===== src/rtl/conv_layer_sequencer.sv =====
// Per-layer row scheduler for a bit-serial convolution unit: walks output rows, activation
// bit planes (MSB first) and kernel rows, issuing one convolution pass per tuple.
module conv_layer_sequencer #(
    parameter int unsigned KER_SIZE  = 5,
    parameter int unsigned ACT_BITS  = 3,
    parameter int unsigned ROW_BITS  = 7,
    parameter int unsigned PAR_MODES = 3
) (
    input  logic                        clk,
    input  logic                        rst_n,
    input  logic                        cfg_valid,
    output logic                        cfg_ready,
    input  logic [ROW_BITS-1:0]         cfg_in_rows,
    input  logic [1:0]                  cfg_parallel,
    input  logic                        abort,
    output logic                        conv_start,
    output logic                        conv_clear,
    output logic                        conv_shift,
    output logic [ROW_BITS-1:0]         conv_act_row,
    output logic [$clog2(KER_SIZE)-1:0] conv_ker_row,
    output logic [$clog2(ACT_BITS)-1:0] conv_act_bit,
    output logic [1:0]                  conv_parallel,
    input  logic                        conv_done,
    output logic                        out_valid,
    input  logic                        out_ready,
    output logic [ROW_BITS-1:0]         out_row,
    output logic                        layer_done,
    output logic                        cfg_err
);

    localparam int unsigned KER_W = $clog2(KER_SIZE);
    localparam int unsigned BIT_W = $clog2(ACT_BITS);

    localparam logic [KER_W-1:0]    KER_MAX   = KER_W'(KER_SIZE - 1);
    localparam logic [BIT_W-1:0]    BIT_MAX   = BIT_W'(ACT_BITS - 1);
    localparam logic [KER_W-1:0]    KER_ONE   = KER_W'(1);
    localparam logic [BIT_W-1:0]    BIT_ONE   = BIT_W'(1);
    localparam logic [ROW_BITS-1:0] ROW_ONE   = ROW_BITS'(1);
    localparam logic [ROW_BITS-1:0] KER_ROWS  = ROW_BITS'(KER_SIZE);
    localparam logic [2:0]          PAR_LIMIT = 3'(PAR_MODES);

    typedef enum logic [2:0] {
        StIdle,
        StIssue,
        StWait,
        StEmit,
        StDone
    } state_e;

    state_e              state_q, state_d;
    logic [ROW_BITS-1:0] row_q, row_d;
    logic [BIT_W-1:0]    bit_q, bit_d;
    logic [KER_W-1:0]    ker_q, ker_d;
    logic [ROW_BITS-1:0] last_row_q, last_row_d;
    logic [1:0]          par_d;
    logic                cfg_illegal;
    logic                err_d;

    assign cfg_illegal = (cfg_in_rows < KER_ROWS) || ({1'b0, cfg_parallel} >= PAR_LIMIT);

    always_comb begin
        state_d    = state_q;
        row_d      = row_q;
        bit_d      = bit_q;
        ker_d      = ker_q;
        last_row_d = last_row_q;
        par_d      = conv_parallel;
        err_d      = 1'b0;
        if (abort) begin
            state_d = StIdle;
        end else begin
            unique case (state_q)
                StIdle: begin
                    if (cfg_valid) begin
                        if (cfg_illegal) begin
                            err_d = 1'b1;
                        end else begin
                            last_row_d = cfg_in_rows - KER_ROWS;
                            par_d      = cfg_parallel;
                            row_d      = '0;
                            bit_d      = BIT_MAX;
                            ker_d      = '0;
                            state_d    = StIssue;
                        end
                    end
                end
                StIssue: state_d = StWait;
                StWait: begin
                    // Kernel rows are the inner loop; bit planes step down once per kernel sweep.
                    if (conv_done) begin
                        if (ker_q != KER_MAX) begin
                            ker_d   = ker_q + KER_ONE;
                            state_d = StIssue;
                        end else if (bit_q != '0) begin
                            ker_d   = '0;
                            bit_d   = bit_q - BIT_ONE;
                            state_d = StIssue;
                        end else begin
                            state_d = StEmit;
                        end
                    end
                end
                StEmit: begin
                    if (out_ready) begin
                        if (row_q == last_row_q) begin
                            state_d = StDone;
                        end else begin
                            row_d   = row_q + ROW_ONE;
                            bit_d   = BIT_MAX;
                            ker_d   = '0;
                            state_d = StIssue;
                        end
                    end
                end
                StDone:  state_d = StIdle;
                default: state_d = StIdle;
            endcase
        end
    end

    // Outputs are decoded from the next state so every port comes straight from a flop.
    always_ff @(posedge clk or negedge rst_n) begin
        if (!rst_n) begin
            state_q       <= StIdle;
            row_q         <= '0;
            bit_q         <= '0;
            ker_q         <= '0;
            last_row_q    <= '0;
            cfg_ready     <= 1'b1;
            conv_start    <= 1'b0;
            conv_clear    <= 1'b0;
            conv_shift    <= 1'b0;
            conv_act_row  <= '0;
            conv_ker_row  <= '0;
            conv_act_bit  <= '0;
            conv_parallel <= '0;
            out_valid     <= 1'b0;
            out_row       <= '0;
            layer_done    <= 1'b0;
            cfg_err       <= 1'b0;
        end else begin
            state_q       <= state_d;
            row_q         <= row_d;
            bit_q         <= bit_d;
            ker_q         <= ker_d;
            last_row_q    <= last_row_d;
            conv_parallel <= par_d;
            cfg_ready     <= (state_d == StIdle);
            conv_start    <= (state_d == StIssue);
            conv_clear    <= (state_d == StIssue) && (bit_d == BIT_MAX) && (ker_d == '0);
            conv_shift    <= (state_d == StIssue) && (bit_d != BIT_MAX) && (ker_d == '0);
            out_valid     <= (state_d == StEmit);
            layer_done    <= (state_d == StDone);
            cfg_err       <= err_d;
            if (state_d == StIssue) begin
                conv_act_row <= row_d + ROW_BITS'(ker_d);
                conv_ker_row <= ker_d;
                conv_act_bit <= bit_d;
            end
            if (state_d == StEmit) begin
                out_row <= row_d;
            end
        end
    end

endmodule


===== config.mk =====
export PLATFORM = sky130hd
export DESIGN_NAME = conv_layer_sequencer
export DESIGN_NICKNAME = d
export VERILOG_FILES = /design/src/rtl/conv_layer_sequencer.sv
export SDC_FILE = /design/constraint.sdc
export NUM_CORES = 1
export LEC_CHECK = 0
export ABC_AREA = 0
export CORE_UTILIZATION = 50
export CTS_BUF_LIST = sky130_fd_sc_hd__clkbuf_4
export DETAILED_ROUTE_END_ITERATION = 12
export GPL_ROUTABILITY_DRIVEN = 0
export PLACE_DENSITY = 0.75
export REMOVE_ABC_BUFFERS = 1
export SLEW_MARGIN = 10
export SYNTH_ARGS = -nofsm -noshare
export SYNTH_HDL_FRONTEND = slang
export SYNTH_SLANG_ARGS = --single-unit

===== constraint.sdc =====
create_clock -name clk -period 9.04 [get_ports clk]
set_input_delay 1.808 -clock clk [delete_from_list [all_inputs] [get_ports clk]]
set_output_delay 1.808 -clock clk [all_outputs]
set_load 0.005 [all_outputs]

==> run summary <==
status -> finished clean
critical path data required time -> 9.37 ns
part of the Yosys area used for sequential elements -> 0.4457
number of synthesized flops with an enable pin -> 0
number of setup buffers added after CTS -> 0
vias post-DR -> 2262
Netlist Area Pre-Place -> 2810 um^2
Hold Crit Class -> register to register
total design power -> 465.2 uW
buffers plus inverters on the worst setup path -> 2
core footprint -> 5270 um^2
clock latency reported for the late side of the worst-skew pair -> 0.38 ns
Root Buffer -> sky130_fd_sc_hd__clkbuf_4
pin count of the biggest net entering global routing -> 51
maximum operating frequency -> 0.2115 GHz
worst-path cell chain -> clkdlybuf4s50_1 > nor2_2 > a32oi_4 > a31oi_2 > or4_4 > o22a_2 > ha_1 > inv_1 > fa_1 > a41oi_1 > or4_1 > nand3_1
worst vdd rail ir drop -> 0.00007425 V
initial antenna violation count -> 0
Unique masters post-synth -> 71
maximum count of clock buffers along a single path -> 2
area share of the largest cell type after synthesis -> 0.4363
TritonCTS clock tree -> yes
total clock buffers created by CTS -> 5
number of register bits inferred by synthesis -> 50
Worst Setup SP -> cfg_in_rows[3]
wire length per cell after detailed routing -> 15.49 um
number of diodes -> 0
routed length on met2 -> 2.876 mm
final critical delay including setup and external delays -> 4.728 ns
worst setup path class -> input port to register
most frequent cell after synthesis -> sky130_fd_sc_hd__dfrtp_1
multi-input gate area in the final layout -> 1435 um^2
final critical-path setup slack -> 4.312 ns
area of the die -> 5924 um^2
DP Wirelength -> 4.536 mm
WL met3 -> 218 um
power per cell area -> 140.6 nW/um^2
final hold violations -> 0
flop-to-flop setup slack -> 5.60 ns
commonest cells in the netlist -> sky130_fd_sc_hd__dfrtp_1 (49), sky130_fd_sc_hd__nand2_1 (40), sky130_fd_sc_hd__nor2_1 (18), sky130_fd_sc_hd__o21ai_0 (17), sky130_fd_sc_hd__inv_1 (13)
wire length of the first global-routing pass -> 10.57 mm
Resize count post-CTS -> 0
die extent in y -> 76.97 um
initial core utilization -> 0.5332
Syn-to-layout area delta -> 17.72%
Synth area leaders -> sky130_fd_sc_hd__dfrtp_1 (44%), sky130_fd_sc_hd__nand2_1 (5.3%), sky130_fd_sc_hd__xnor2_1 (3.7%)
top layer reached by signal wires -> met4
cell type with the highest aggregate area in the netlist -> sky130_fd_sc_hd__dfrtp_1
total DRC errors in the routed layout -> 0
critical path's top delay family -> simple AND/OR/NAND/NOR gates
Top-Level Pins -> 43
cell row count -> 26
hold bufs inserted after CTS -> 0
worst reg2reg path startpoint -> row_q[4]
global route total overflow -> 0
die span in x -> 76.97 um
final core occ -> 0.6277
number of DRC markers after the initial detailed-route iteration -> 155
vias per cell -> 5.770
sink count of the clock tree -> 50
actual slew at the worst max-slew pin -> 0.9016 ns
cell count after synthesis -> 283
number of nets in the finished design -> 343
fraction of final layout cells sized beyond drive strength 1 -> 0.1180
relative max-transition margin -> 0.3977
pins over their slew limit -> 0
count of max-cap constraint violations -> 0
fill cell total of the finished layout -> 453
wire length on met1 -> 2.857 mm
Period Utilization, post-route -> 0.5230
leakage -> 0.001476 uW
port buffer count -> 42
GRT Util Overall -> 0.2266
biggest cell delay along the critical path -> 0.69 ns
maximum fanout along the worst path -> 23
ys flop type -> sky130_fd_sc_hd__dfrtp_1
CTS clock-pin slew for the worst setup and hold paths -> 0.15 ns
unrepaired setup endpoints after global routing -> no
Async S/R FF share, synth -> 1.000
startpoint of the most critical hold path -> conv_parallel[0]
Syn. warnings -> 0
sequential standard cell area -> 1252 um^2
total wire length -> 6.073 mm
number of iterations in the first detailed-routing pass -> 4
Avg Inst Size Synth -> 9.930 um^2
number of global-route vias before repair -> 2226
post-place setup slack -> 3.912 ns
CP max-delay cell -> sky130_fd_sc_hd__or4_4
Routed Antenna Nets -> 0
critical path arrival -> 5.06 ns
capturing element type of the critical path -> register
setup TNS -> 0 ns
number of H-tree levels -> 2
sort of element at the start of the critical path -> input port
maximum clock skew at final layout -> 0.01437 ns
endpoints failing setup -> 0
state kept, by name, summed over array words and instances (netlist names), 2 cells and up:
signal         cells
conv_act_row       7
last_row_q         7
out_row            7
row_q              7
conv_ker_row       3
ker_q              3
state_q            3
bit_q              2
conv_act_bit       2
conv_parallel      2
layer usage:
layer,vias up,GRT usage
li1,1095,-
met1,1107,0.3038
met2,47,0.3607
met3,13,0.04286
met4,0,0.09245
met5,-,0
path summary, 6_finish.rpt:
check                                    to  cells past startpoint
setup / recovery            conv_act_row[4]                     12
hold / removal             conv_parallel[0]                      2
setup reg to reg            conv_act_row[6]                     11
hold reg to reg            conv_parallel[0]                      2
max in group asynchronous   conv_act_bit[1]                      1
min in group asynchronous         out_valid                      1
layout by cell type (no fill, tap or decap), types with 3 or more instances in the layout:
cell                              Yosys  layout
sky130_fd_sc_hd__dfrtp_1             49      49
sky130_fd_sc_hd__clkdlybuf4s50_1      0      41
sky130_fd_sc_hd__nand2_1             40      40
sky130_fd_sc_hd__nor2_1              18      18
sky130_fd_sc_hd__o21ai_0             17      17
sky130_fd_sc_hd__inv_1               13      13
sky130_fd_sc_hd__xnor2_1             12      12
sky130_fd_sc_hd__a21oi_1             10      10
sky130_fd_sc_hd__mux2_2               9       9
sky130_fd_sc_hd__o211ai_1             7       7
sky130_fd_sc_hd__nand4_1              6       6
sky130_fd_sc_hd__ha_1                 6       6
sky130_fd_sc_hd__clkbuf_4             0       5
sky130_fd_sc_hd__and3_1               4       4
sky130_fd_sc_hd__nand3_1              4       4
sky130_fd_sc_hd__o211a_1              4       4
sky130_fd_sc_hd__nor3b_1              3       3
sky130_fd_sc_hd__and2_1               3       3
layout make-up:
cell class              instances  area share
repair buffers                 42      0.1263
flip-flops and latches         50      0.3786
clock buffers                   5     0.01135
clock inverters                 3    0.006430
multi-input cells             207      0.4338
well taps                      70     0.02648
inverters                      15     0.01702
report_power, final:
part | total, uW | switching [uW] | leakage, uW | internal, uW
Combinational | 100 | 50.3 | 0.000780 | 50.1
Clock | 106 | 75.5 | 0.0000312 | 30.4
Sequential | 259 | 14.7 | 0.000665 | 244
kinds of logic (layout without fill, tap and decap cells):
group,Yosys count,count (layout),synth area share
simple gates,101,101,0.1830
buf+inv,26,65,0.04363
xor+xnor,14,14,0.04363
compound gates,74,74,0.2070
fa+ha+maj,7,7,0.03384
flops,50,50,0.4457
mux,11,11,0.04319
through the flow:
step / cells / cell area [um^2] / hold WS [ns]
final: 392 / 3308 / 0.4953
after detailed placement: 384 / 3247 / 0.4653
after global placement: 384 / 3247 / 0.4594
after CTS: 392 / 3306 / 0.4979
after floorplan: 272 / 2744 / 0.4697
after global routing: 392 / 3308 / 0.5491
worst min-delay path, delay by kind of cell, from the launching register on:
kind             cells  cell delay [ns]
and+or+nand+nor      2             0.11
DFF                  1             0.37
Note: power is estimated with default switching activity, not from simulation.
